===== src/rtl/i2c_pkg.sv =====
// Shared types and timing helpers for the I2C register writer.
package i2c_pkg;

  typedef enum logic [3:0] {
    S_IDLE, S_START, S_ADDR, S_ACK1, S_REG, S_ACK2, S_DATA, S_ACK3, S_STOP
  } state_t;

  localparam int NUM_SLOTS = 29;
  localparam int NUM_QTRS  = 4;

  typedef struct packed {
    logic [7:0] reg_addr;
    logic [7:0] wr_data;
  } wr_req_t;

  function automatic int qtr_calc(input int clk_hz, input int i2c_hz);
    return clk_hz / (4 * i2c_hz);
  endfunction

  function automatic logic is_ack(input state_t s);
    return (s == S_ACK1) || (s == S_ACK2) || (s == S_ACK3);
  endfunction

endpackage


===== src/rtl/i2c_qtr_tick.sv =====
// Quarter-bit divider: tick is high for one cycle every QTR clocks after clr.
module i2c_qtr_tick #(
  parameter int QTR = 210
) (
  input  logic clk,
  input  logic rst,
  input  logic clr,
  output logic tick
);

  localparam int CW = (QTR > 1) ? $clog2(QTR) : 1;

  logic [CW-1:0] cnt;

  assign tick = (cnt == CW'(QTR - 1));

  always_ff @(posedge clk) begin
    if (rst || clr)  cnt <= '0;
    else if (tick)   cnt <= '0;
    else             cnt <= cnt + 1'b1;
  end

endmodule


===== src/rtl/i2c_reg_writer.sv =====
// Single-register I2C master write: START, {DEV_ADDR,W}, reg_addr, wr_data, STOP.
module i2c_reg_writer
  import i2c_pkg::*;
#(
  parameter int         CLK_IN_HZ = 84_000_000,
  parameter int         I2C_HZ    = 100_000,
  parameter logic [6:0] DEV_ADDR  = 7'h50
) (
  input  logic       clk,
  input  logic       rst,
  input  logic       start,
  input  logic [7:0] reg_addr,
  input  logic [7:0] wr_data,
  output logic       busy,
  output logic       done,
  output logic       ack_err,
  output logic       scl_oe,
  output logic       sda_oe,
  input  logic       sda_i
);

  localparam int         QTR   = qtr_calc(CLK_IN_HZ, I2C_HZ);
  localparam logic [1:0] QLAST = 2'(NUM_QTRS - 1);

  state_t     state, state_nxt;
  logic [1:0] q, q_nxt;
  logic [2:0] bit_cnt, bit_nxt;
  logic       nack, nack_nxt;
  logic       scl_nxt, sda_nxt;
  logic [7:0] cur_byte;
  logic       bit_val;
  logic       tick, accept, slot_end;
  wr_req_t    req;

  // Acceptance looks at the registered busy, so a start coinciding with the
  // final tick is dropped.
  assign accept   = start & ~busy;
  assign slot_end = busy & tick & (q == QLAST);

  i2c_qtr_tick #(.QTR(QTR)) u_tick (
    .clk  (clk),
    .rst  (rst),
    .clr  (accept),
    .tick (tick)
  );

  always_comb begin
    state_nxt = state;
    q_nxt     = q;
    bit_nxt   = bit_cnt;
    nack_nxt  = nack;
    if (state == S_IDLE) begin
      if (accept) begin
        state_nxt = S_START;
        q_nxt     = 2'd0;
        bit_nxt   = 3'd0;
        nack_nxt  = 1'b0;
      end
    end else if (tick) begin
      q_nxt = q + 2'd1;
      if (q == 2'd2 && is_ack(state)) nack_nxt = sda_i;
      if (q == QLAST) begin
        case (state)
          S_START: state_nxt = S_ADDR;
          S_ADDR, S_REG, S_DATA: begin
            bit_nxt = bit_cnt + 3'd1;
            if (bit_cnt == 3'd7)
              state_nxt = (state == S_ADDR) ? S_ACK1 :
                          (state == S_REG)  ? S_ACK2 : S_ACK3;
          end
          S_ACK1:  state_nxt = nack ? S_STOP : S_REG;
          S_ACK2:  state_nxt = nack ? S_STOP : S_DATA;
          S_ACK3:  state_nxt = S_STOP;
          S_STOP:  state_nxt = S_IDLE;
          default: state_nxt = S_IDLE;
        endcase
      end
    end
  end

  always_comb begin
    case (state_nxt)
      S_ADDR:  cur_byte = {DEV_ADDR, 1'b0};
      S_REG:   cur_byte = req.reg_addr;
      S_DATA:  cur_byte = req.wr_data;
      default: cur_byte = 8'h00;
    endcase
  end

  assign bit_val = cur_byte[3'd7 - bit_nxt];

  // Line drive is decoded from the upcoming quarter so outputs stay registered.
  always_comb begin
    scl_nxt = 1'b0;
    sda_nxt = 1'b0;
    case (state_nxt)
      S_START: begin
        scl_nxt = (q_nxt == 2'd3);
        sda_nxt = (q_nxt >= 2'd2);
      end
      S_ADDR, S_REG, S_DATA: begin
        scl_nxt = (q_nxt == 2'd0) || (q_nxt == 2'd3);
        sda_nxt = ~bit_val;
      end
      S_ACK1, S_ACK2, S_ACK3: begin
        scl_nxt = (q_nxt == 2'd0) || (q_nxt == 2'd3);
        sda_nxt = 1'b0;
      end
      S_STOP: begin
        scl_nxt = (q_nxt == 2'd0);
        sda_nxt = (q_nxt <= 2'd1);
      end
      default: begin
        scl_nxt = 1'b0;
        sda_nxt = 1'b0;
      end
    endcase
  end

  always_ff @(posedge clk) begin
    if (rst) begin
      state   <= S_IDLE;
      q       <= 2'd0;
      bit_cnt <= 3'd0;
      nack    <= 1'b0;
      busy    <= 1'b0;
      done    <= 1'b0;
      ack_err <= 1'b0;
      scl_oe  <= 1'b0;
      sda_oe  <= 1'b0;
      req     <= '0;
    end else begin
      state   <= state_nxt;
      q       <= q_nxt;
      bit_cnt <= bit_nxt;
      nack    <= nack_nxt;
      scl_oe  <= scl_nxt;
      sda_oe  <= sda_nxt;
      done    <= 1'b0;
      if (accept) begin
        busy         <= 1'b1;
        ack_err      <= 1'b0;
        req.reg_addr <= reg_addr;
        req.wr_data  <= wr_data;
      end
      if (slot_end) begin
        if (is_ack(state) && nack) ack_err <= 1'b1;
        if (state == S_STOP) begin
          busy <= 1'b0;
          done <= 1'b1;
        end
      end
    end
  end

endmodule


===== config.mk =====
export PLATFORM = sky130hd
export DESIGN_NAME = i2c_reg_writer
export DESIGN_NICKNAME = d
export VERILOG_FILES = /design/src/rtl/i2c_pkg.sv /design/src/rtl/i2c_qtr_tick.sv /design/src/rtl/i2c_reg_writer.sv
export SDC_FILE = /design/constraint.sdc
export NUM_CORES = 1
export LEC_CHECK = 0
export BUFFER_PORTS_ARGS = -buffer_cell sky130_fd_sc_hd__buf_2
export CORE_MARGIN = 5
export CORE_UTILIZATION = 52
export DETAILED_ROUTE_END_ITERATION = 12
export GPL_TIMING_DRIVEN = 1
export PLACE_DENSITY = 0.75
export RECOVER_POWER = 50
export REMOVE_ABC_BUFFERS = 1
export SLEW_MARGIN = 5
export SYNTH_ARGS = -nofsm -noshare
export SYNTH_HDL_FRONTEND = slang
export SYNTH_SLANG_ARGS = --single-unit

===== constraint.sdc =====
create_clock -name clk -period 2.8 [get_ports clk]
set_clock_uncertainty 0.2 [all_clocks]
set_input_delay 0.42 -clock clk [delete_from_list [all_inputs] [get_ports clk]]
set_output_delay 0.42 -clock clk [all_outputs]
set_load 0.005 [all_outputs]

After elaboration in Yosys (flattened, before gate mapping)
Cells that the tools add are included.
- flip-flop bits (word level): 39
- input bits: 20
- order comparisons: 3
- equality and inequality tests: 22
- bitwise gates (word level): 6
- reductions and logical operators: 16
- muxes and demuxes: 34
- $add $sub $neg: 4
- operator list (operator ; count):
    equality test 4 x 3 -> 1 bit (second input constant) ; 8
    2-to-1 mux 4 bit ; 7
    case mux 8 bit (3 select lines) ; 1
    case mux 4 bit (5 select lines) ; 1
    2-to-1 mux 3 bit ; 6
    equality test 4 x 2 -> 1 bit (second input constant) ; 4
    2-to-1 mux 1 bit ; 12
    adder 8 x 1 -> 8 bit (second input constant) ; 1
    equality test 4 x 1 -> 1 bit (second input constant) ; 2
    equality test 4 bit (second input constant) ; 2
    equality test 8 bit (second input constant) ; 1
    2-to-1 mux 2 bit ; 4
    equality test 2 bit (second input constant) ; 3
    case mux 1 bit (3 select lines) ; 2
    OR reduction 3 bit ; 2
    OR reduction 6 bit ; 1
    zero test 4 bit ; 1
    logical OR 1 bit ; 4
    less-than comparator 3 x 4 -> 1 bit (second input constant) ; 1
    nonzero test 2 bit ; 2
    OR reduction 2 bit ; 2
    adder 3 x 1 -> 3 bit (second input constant) ; 1
    bitwise AND 1 bit ; 3
    binary-select mux 1 bit (select 3 bit) ; 1
    10 further kinds ; 13

Logic depth before layout (Yosys ltp)
Gate-level depths: netlist (run 1).
- depth in word-level cells: 14
- gate-level depth with buffers: 12

Cells and area by module
A second synthesis (run 1) with hierarchy kept.
- cells, all modules: 256
- area, all modules: 2213.4 um2
- by module, submodules not included (module ; times used ; area each (um2) ; cells an instance):
    i2c_reg_writer ; 1 ; 1826.8 ; 215
    i2c_qtr_tick ; 1 ; 386.6 ; 41

Least setup slack after synthesis (run 1)
Ideal clock, no wire load.
- kind: register to register
- start: reg u_tick.cnt[0]
- end: reg sda_oe
- library setup time: 0.121 ns
- slack: 0.066 ns
- buffers on the path: 0
- data required time: 2.479 ns
- arrival time: 2.414 ns
- stages on the path, launching flop included: 9
- cell sequence: dfxtp_1 > ha_1 > nand4_2 > nor4_4 > mux2i_1 > mux2i_1 > a311o_2 > o22ai_1 > o21ai_1
- word-level cells in the longest chain between the ends: 9
- elaborated cells between the ends (all ways): 21
- those cells by class: add/sub (1); order compare (2); eq/ne (6); mux (10); bitwise (1); reduce/logical (1)
- ends and longest elaborated chain (element ; line ; RTL):
    from (decl) ; i2c_qtr_tick.sv:13 ; logic [CW-1:0] cnt;
    from (signal assigned) ; i2c_qtr_tick.sv:20 ; else cnt <= cnt + 1'b1;
    equality test 8 bit (*) ; i2c_qtr_tick.sv:15 ; assign tick = (cnt == CW'(QTR - 1));
    2-to-1 mux 4 bit ; i2c_reg_writer.sv:59 ; end else if (tick) begin
    2-to-1 mux 4 bit ; i2c_reg_writer.sv:52 ; if (state == S_IDLE) begin
    equality test 4 x 3 -> 1 bit / equality test 4 x 2 -> 1 bit (equally long branches) ; i2c_reg_writer.sv:82, i2c_reg_writer.sv:96 ;
    case mux 8 bit (3 select lines) ; i2c_reg_writer.sv:82 ; case (state_nxt)
    binary-select mux 1 bit (select 3 bit) ; i2c_reg_writer.sv:90 ; assign bit_val = cur_byte[3'd7 - bit_nxt];
    2-to-1 mux 1 bit (not written as such) ; i2c_reg_writer.sv:90 ;
    NOT 1 bit ; i2c_reg_writer.sv:103 ; sda_nxt = ~bit_val;
    case mux 1 bit (3 select lines) (*) ; i2c_reg_writer.sv:96 ; case (state_nxt)
    to (signal assigned) ; i2c_reg_writer.sv:138 ; sda_oe <= sda_nxt;
    to (decl) ; i2c_reg_writer.sv:18 ; output logic sda_oe,
Mark *: on every way between the ends. The rest lies on a longest branch, timed or not. The select of a mux whose other input is x is not followed.
A chain may end at the register's enable or synchronous reset.

Final worst setup path (run 1)
Ends and elaborated chain as after synthesis.

==> metrics.csv, run 1 <==
metric,value,unit
worstHoldStart,reg_addr[0],
tns,0,ps
yosys_warnings,0,
drt-pass1-iter-count,4,
postLayoutCoreUtil,63.5,%
critPathKind,register to register,
synth_area_leaders,"dfxtp_1, nand2_1, a21oi_1",
grt_pass1_vias,1740,
coreArea,4000,µm²
syn_area,2150,µm²
die_w,74.4,µm
r2r_slack,190,ps
initial_utilization,53.8,%
crit_arrival,2600,ps
gr-usage-met3,4.19,%
seq_area_frac_synth,36.3,%
holdWs,149,ps
reg2reg_to,sda_oe,
synth-async-reset-ratio,0,%
synth_most_common_cell,nand2_1,
fin_crit_sh,93.0,%
cts_tree,built,
worst_pin_slew,743,ps
layout.nets,326,
dieArea,5530,µm²
required,2790,ps
port_buffers,24,
wl_per_cell,13.5,µm
yosys-top-cells-count,"nand2_1, dfxtp_1, a21oi_1",
crit_path_max_fanout,5,
area_delta_synth_final,17.9,%
finalSetupViolations,0,
ir_drop,0.314,mV
status,finished clean,
start_kind,register,
postSynthCellCount,262,
htree_levels,2,
post_cts_buffers,0,
whs_path_depth,3,
grt_max_degree,19,
avgViaCountPerCell,5.55,
root_buffer,clkbuf_8,
slowest_stage,o21ai_0,
worstHoldEndpoint,req[8],
route.detailed.drc,0,
grt_antenna_before_repair,0,
grt_usage,18.7,%
multi_input_area,1290,µm²
grtUsageMet1,27.1,%
cts_sinks,39,
numCtsBuffers,5,
synthFlopType,dfxtp_1,
fp.dieH,74.4,µm
via_count,1927,
grt_busiest_layer,met1,
synth-edff-count,0,
clk_pin_slew,80,ps
synth_top_area_cell,dfxtp_1,
r2r_cells,8,
synth_cell_type_count,59,
netlist.area_leader.share,36.3,%
fillCellCount,355,
globalRouteOverflowTotal,0,
rows,23,
rr_startpoint,u_tick.cnt[0],
crit_chain,ha_1 -> and4_1 -> nand3_1 -> o21ai_0 -> a221oi_1 -> a311o_2 -> o22ai_1 -> o21ai_1,
hp-class,input pin to register,
relSlewSlack,50.1,%
end_kind,register,
hold_viol_final,0,
syn_area_per_cell,8.22,µm²
cap_violations,0,
place_congestion,0.877,
leakage,1.02,nW
drive_above_1_share,19.5,%
fin_crit,2610,ps
ys_ff_latch,39,
diodes,0,
max_stage_delay,560,ps
drt_iter0_markers,191,
rsz0062_at_grt,no,
p_per_area,485,nW/µm²
drtAntennaViolNets,0,
drt_wl_total,4690,µm
met2_usage,26.8,%
clk_path_buf_depth,2,
pin_count,25,
fmax,384,MHz
hpwl,3540,µm
grt_pass1_wl,8070,µm
seq_area,781,µm²
clk_latency,290,ps
slew_viol_final,0,
[sequential cells by signal (all words and copies together) (netlist names)]
name,flops
state,4
sda_oe,1
u_tick.cnt,8
scl_oe,1
bit_cnt,3
done,1
nack,1
q,2
busy,1
ack_err,1
req,16
[area by class of cell]
cell class              instances  area share (%)
flip-flops and latches         39            30.8
clock buffers                   6            2.86
well taps                      50            2.46
clock inverters                 2            2.37
multi-input cells             200            50.9
inverters                      10            1.48
repair buffers                 40            9.17
[how the worst max path moves through the flow]
stage / to / start / slack (ps)
after global routing: sda_oe / q[1] / 6
after floorplan: sda_oe / u_tick.cnt[0] / 70
final: sda_oe / u_tick.cnt[0] / 190
after global placement: sda_oe / q[1] / 130
after detailed placement: sda_oe / q[1] / 130
after CTS: sda_oe / state[2] / 110
[where the power goes]
group          internal (mW)  total (mW)  leakage (nW)  switching [mW]
Clock                  0.356       0.551        0.0654           0.195
Sequential             0.572       0.588         0.317          0.0161
Combinational         0.0390      0.0925         0.633          0.0535
[through the flow]
step,total power [mW],setup WS (ps),std cells,cell area (µm²)
after global routing,1.28,5.68,347,2540
after floorplan,0.648,65.6,249,2100
after detailed placement,0.694,132,339,2400
after CTS,1.24,111,347,2540
after global placement,0.692,129,339,2400
final,1.23,195,347,2540
[critical path: cells and delay by family (launching register included)]
family	cells	cell delay, ps
compound gates	5	1390
fa+ha+maj	1	210
flops	1	380
simple gates	2	340
[repair_timing]
| item | in CTS | in global routing |
|---|---|---|
| setup endpoints to repair | 0 | 1 |
| resized for setup | 0 | 3 |
| hold buffers | 0 | 0 |
| endpoints found under the hold margin | 0 | 0 |
[kinds of logic after synthesis]
kind of cell | Yosys count | synth area share (%)
and+or+nand+nor | 117 | 29.1
AOI/OAI and AO/OA | 60 | 18.9
DFF | 39 | 36.3
buffers and inverters | 23 | 4.18
adders and majority gates | 11 | 6.28
xor gates and xnor gates | 7 | 2.85
muxes | 5 | 2.38
[layout by cell type (no fill, tap or decap), types with 3 or more instances in the layout]
cell and count:
nor3_1 3, mux2i_1 4, buf_2 21, o21ai_0 7
a21oi_1 25, or4_1 3, buf_4 15, clkbuf_8 5
nand2_1 43, o211ai_1 7, clkbuf_1 5, and3_1 4
xor2_1 3, inv_1 10, dfxtp_1 39, nand2b_1 4
nor2b_1 4, nor2_1 23, nand3_1 8, xnor2_1 4
ha_1 10
[per-layer routing]
metal / up-vias / share of wire (%)
li1: 993 / -
met1: 876 / 51
met2: 47 / 42
met3: 11 / 5.4
met4: 0 / 1.8
met5: - / 0
No activity file was read; power rests on OpenSTA's default activity.
==> run 2: changes to the inputs <==
--- a/config.mk
+++ b/config.mk
@@ -6,11 +6,11 @@
 export NUM_CORES = 1
 export LEC_CHECK = 0
 export BUFFER_PORTS_ARGS = -buffer_cell sky130_fd_sc_hd__buf_2
-export CORE_MARGIN = 5
-export CORE_UTILIZATION = 52
+export CORE_MARGIN = 4
+export CORE_UTILIZATION = 45
 export DETAILED_ROUTE_END_ITERATION = 12
-export GPL_TIMING_DRIVEN = 1
-export PLACE_DENSITY = 0.75
+export GPL_TIMING_DRIVEN = 0
+export PLACE_DENSITY = 0.67
 export RECOVER_POWER = 50
 export REMOVE_ABC_BUFFERS = 1
 export SLEW_MARGIN = 5
==> run 2 against run 1 <==
Effect of this change: via count decreased by 2.2%; utilization decreased by 7.9 points; critical path type unchanged; critical endpoint is now scl_oe; sequential share of layout area increased by 0.58 points; clock power decreased by 27%; global-route usage decreased by 1.9 points; sequential power about the same; routed wire length about the same; final cell count decreased by 1.7%; register-to-register slack got worse by 50 ps; largest cell class unchanged.
==> metrics.csv, run 2 (same netlist as run 1, synthesis figures left out) <==
metric,value,unit,change
area_delta_synth_final,16.3,%,
cts_tree,built,,
end_kind,register,,
hold_viol_final,0,,unchanged
numCtsBuffers,5,,unchanged
grt_usage,16.8,%,-1.9 points
post_dp_cell_area,2290,µm²,-4.9%
grt_max_degree,34,,+15
globalRouteOverflowTotal,0,,unchanged
required,2830,ps,+40 ps
fin_crit,2660,ps,+53.2 ps
max_stage_delay,580,ps,+20 ps
grt_pass1_wl,8230,µm,+2.0%
route.detailed.drc,0,,unchanged
crit_family,simple AND/OR/NAND/NOR gates,,
clk_path_buf_depth,2,,unchanged
p_per_area,432,nW/µm²,-11%
finalSetupViolations,0,,unchanged
slowest_stage,or4_1,,
cap_violations,0,,unchanged
relSlewSlack,54.6,%,+4.5 points
drive_above_1_share,21.5,%,+1.9 points
layout.nets,318,,-2.5%
grt_pass1_vias,1753,,+0.75%
root_buffer,clkbuf_8,,
crit_path_max_fanout,12,,+7
largest-register,req,,
worst_pin_slew,676,ps,-66.9 ps
hp-class,input pin to register,,
grt_antenna_before_repair,0,,unchanged
dieArea,5960,µm²,+7.7%
fmax,376,MHz,-2.0%
clk_latency,300,ps,about the same
wl_per_cell,13.7,µm,+1.7%
place_congestion,0.899,,+2.5%
final_common_cell,nand2_1,,
pin_count,25,,unchanged
largest_reg_flops,16,,unchanged
start_kind,register,,
diodes,0,,unchanged
top_regs,"req: 16 flops, u_tick.cnt: 8 flops, state: 4 flops",,
postLayoutCellArea,2500,µm²,-1.4%
drt_wl_total,4690,µm,about the same
drt_iter0_markers,157,,-18%
fin_crit_sh,94.9,%,+1.9 points
via_count,1884,,-2.2%
leakage,0.987,nW,-2.8%
slew_viol_final,0,,unchanged
path_buf_inv,1,,+1
status,finished clean,,
final_cell_mix,"nand2_1, dfxtp_1, a21oi_1",,
fp.dieH,77.2,µm,+3.8%
initial_utilization,47.8,%,-6.0 points
die_w,77.2,µm,+3.8%
cts_sinks,39,,unchanged
fin_ws,142,ps,-53.2 ps
drtAntennaViolNets,0,,unchanged
htree_levels,2,,unchanged
crit_chain,or4_1 -> nor2_1 -> o31a_1 -> inv_1 -> ha_1 -> or3_1 -> a21oi_1,,
clk_pin_slew,80,ps,about the same
drt-pass1-iter-count,4,,unchanged
rows,24,,+4.3%
coreArea,4500,µm²,+13%
hold_buffers,0,,unchanged
hpwl,3200,µm,-9.6%
crit_arrival,2690,ps,+90 ps
ir_drop,0.285,mV,-9.2%
critPathKind,register to register,,
avgViaCountPerCell,5.52,,-0.51%
port_buffers,24,,unchanged
place_ws,-800,ps,-931 ps
[run 2: final cells by class]
class | count | area, µm²
Clock inverter | 2 | 16.3
Sequential cell | 39 | 785
Inverter | 10 | 37.5
Multi-Input combinational cell | 200 | 1340
Clock buffer | 6 | 82.6
Tap cell | 52 | 65.1
Timing Repair Buffer | 32 | 183
Fill cell | 438 | 2000
[run 2: metal layers]
layer	wire length, µm	global-route usage, %	vias up
li1	-	-	979
met1	2360	24.4	852
met2	2010	24.4	46
met3	253	3.28	7
met4	65	6.23	0
met5	0	0	-
[run 2: metrics by stage]
step / instances / total power [mW] / TNS (ps) / hold slack [ps] / utilization (%)
floorplan: 249 / 0.648 / 0 / 226 / -
global placement: 325 / 0.684 / -999 / 244 / 50.7
detailed placement: 325 / 0.687 / -1560 / 245 / 50.7
CTS: 335 / 1.09 / 0 / 141 / 53.9
global route: 341 / 1.14 / -20.9 / 141 / 55.6
finish: 341 / 1.08 / 0 / 150 / 55.6
[run 2: power breakdown]
part           total [mW]  internal, mW  switching, mW
sequential          0.588         0.572         0.0159
combinational      0.0883        0.0354         0.0529
clock               0.404         0.201          0.203
total                1.08         0.808          0.272
[run 2: worst min-delay path, cell delays in order]
cell and delay, ps:
buf_2 100, nand2_1 40, a21oi_1 50
[run 2: worst paths after layout]
check / from / endpoint / slack [ps] / cells after the start
hold reg to reg: req[15] / req[15] / 260 / 2
hold / removal: reg_addr[4] / req[12] / 150 / 3
setup reg to reg: state[2] / scl_oe / 140 / 7
setup / recovery: state[2] / scl_oe / 140 / 7
[run 2: what timing repair did]
item                                    in CTS  in global routing
endpoints found under the setup margin       2                  2
gates resized for setup                      6                 10
setup buffers                                2                  6
pin swaps                                    1                  1
==> run 3: changes to the inputs <==
--- a/config.mk
+++ b/config.mk
@@ -10,8 +10,9 @@
 export CORE_UTILIZATION = 45
 export DETAILED_ROUTE_END_ITERATION = 12
 export GPL_TIMING_DRIVEN = 0
+export HOLD_SLACK_MARGIN = 0.03
 export PLACE_DENSITY = 0.67
-export RECOVER_POWER = 50
+export RECOVER_POWER = 100
 export REMOVE_ABC_BUFFERS = 1
 export SLEW_MARGIN = 5
 export SYNTH_ARGS = -nofsm -noshare
==> run 3 against run 2 <==
Effect of this change: count of clock-buffer cells in the layout stayed put; routed wire length is essentially flat; via count increased by 0.74%; sequential cell count unchanged; global-route usage is the same; critical path type unchanged.
==> metrics.csv, run 3 (same netlist as run 1, synthesis figures left out) <==
metric,value,unit,change
r2r_slack,130,ps,about the same
area_delta_synth_final,16.3,%,unchanged
via_count,1898,,+0.74%
finalPower,1.08,mW,+0.12%
ir_drop,0.286,mV,about the same
rows,24,,unchanged
dieArea,5960,µm²,unchanged
clk_pin_slew,80,ps,about the same
final_common_cell,nand2_1,,
place_congestion,0.899,,unchanged
p_per_area,432,nW/µm²,+0.12%
drtAntennaViolNets,0,,unchanged
max_stage_delay,580,ps,about the same
holdWs,150,ps,-0.766 ps
grt_pass1_wl,8230,µm,unchanged
fin_crit_sh,95.3,%,+0.35 points
largest_reg_flops,16,,unchanged
start_kind,register,,
reg2reg_to,scl_oe,,
hold_viol_final,0,,unchanged
status,finished clean,,
root_buffer,clkbuf_8,,
dp.cells,325,,unchanged
largest-register,req,,
crit_path_max_fanout,12,,unchanged
globalRouteOverflowTotal,0,,unchanged
worstHoldStart,reg_addr[4],,
critPathKind,register to register,,
initial_utilization,47.8,%,unchanged
required,2830,ps,about the same
cap_violations,0,,unchanged
leakage,0.987,nW,unchanged
postLayoutCoreUtil,55.6,%,unchanged
worst_pin_slew,675,ps,-1.01 ps
pin_count,25,,unchanged
fp.dieH,77.2,µm,unchanged
grt_usage,16.8,%,unchanged
crit_chain,or4_1 -> nor2_1 -> o31a_1 -> inv_1 -> ha_1 -> or3_1 -> a21oi_1,,
grt_antenna_before_repair,0,,unchanged
grt_pass1_vias,1753,,unchanged
fin_crit,2670,ps,+9.85 ps
avgViaCountPerCell,5.57,,+0.74%
end_kind,register,,
route.detailed.drc,0,,unchanged
crit_arrival,2700,ps,about the same
finalSetupViolations,0,,unchanged
diodes,0,,unchanged
whs_path_depth,3,,unchanged
layout.nets,318,,unchanged
top_regs,"req: 16 flops, u_tick.cnt: 8 flops, state: 4 flops",,
path_buf_inv,1,,unchanged
drive_above_1_share,21.5,%,unchanged
numCtsBuffers,5,,unchanged
cts_sinks,39,,unchanged
drt-pass1-iter-count,4,,unchanged
clk_latency,300,ps,about the same
coreArea,4500,µm²,unchanged
clk_path_buf_depth,2,,unchanged
cts_tree,built,,
grt_max_degree,34,,unchanged
crit_family,simple AND/OR/NAND/NOR gates,,
slew_viol_final,0,,unchanged
cp-startpoint,state[2],,
fmax,375,MHz,-0.37%
rr_startpoint,state[2],,
die_w,77.2,µm,unchanged
hp-class,input pin to register,,
final_cell_count_no_fill,341,,unchanged
port_buffers,24,,unchanged
drt_wl_total,4680,µm,about the same
worstHoldEndpoint,req[12],,
hpwl,3200,µm,unchanged
drt_iter0_markers,157,,unchanged
htree_levels,2,,unchanged
r2r_cells,7,,unchanged
slowest_stage,or4_1,,
wl_per_cell,13.7,µm,about the same
final_cell_mix,"nand2_1, dfxtp_1, a21oi_1",,
relSlewSlack,54.7,%,+0.068 points
-- run 3: cell type report --
| class | count | area [µm²] |
|---|---|---|
| inverters | 10 | 37.5 |
| repair buffers | 32 | 183 |
| fillers | 438 | 2000 |
| well taps | 52 | 65.1 |
| flip-flops and latches | 39 | 785 |
| clock buffers | 6 | 82.6 |
| multi-input cells | 200 | 1340 |
| clock inverters | 2 | 16.3 |
-- run 3: how the worst max path moves through the flow --
stage / end / slack [ps] / depth (start not counted)
3_3_place_gp: sda_oe / -600 / 8
6_report: scl_oe / 130 / 7
5_1_grt: sda_oe / -10 / 8
2_1_floorplan: sda_oe / 70 / 8
3_5_place_dp: sda_oe / -800 / 8
4_1_cts: sda_oe / 20 / 7
-- run 3: per-stage QoR --
| stage | setup TNS, ps | instance area [µm²] | worst slack (ps) |
|---|---|---|---|
| floorplan | 0 | 2100 | 65.6 |
| global placement | -999 | 2290 | -601 |
| detailed placement | -1560 | 2290 | -800 |
| CTS | 0 | 2430 | 23.9 |
| global route | -20.9 | 2500 | -14.0 |
| finish | 0 | 2500 | 132 |
-- run 3: repair_timing --
item | in CTS | in global routing
setup endpoints to repair | 2 | 2
pin swaps | 1 | 1
buffers inserted | 2 | 6
hold buffers | 0 | 0
gates resized for setup | 6 | 10
-- run 3: worst reg2reg max path, stage by stage, from the launching register on --
cell and delay [ps]:
dfxtp_1 430, or4_1 580, nor2_1 250, o31a_1 290
inv_1 90, ha_1 260, or3_1 360, a21oi_1 140
-- run 3: per-layer routing --
metal / share of wire (%) / GRT usage (%)
met2: 43 / 24.4
met1: 50 / 24.4
met3: 5.6 / 3.28
met4: 1.4 / 6.23
met5: 0 / 0
-- run 3: where the power goes --
part | switching [mW] | total, mW | internal (mW)
logic | 0.0529 | 0.0883 | 0.0354
registers | 0.0158 | 0.588 | 0.572
clock network | 0.205 | 0.406 | 0.201
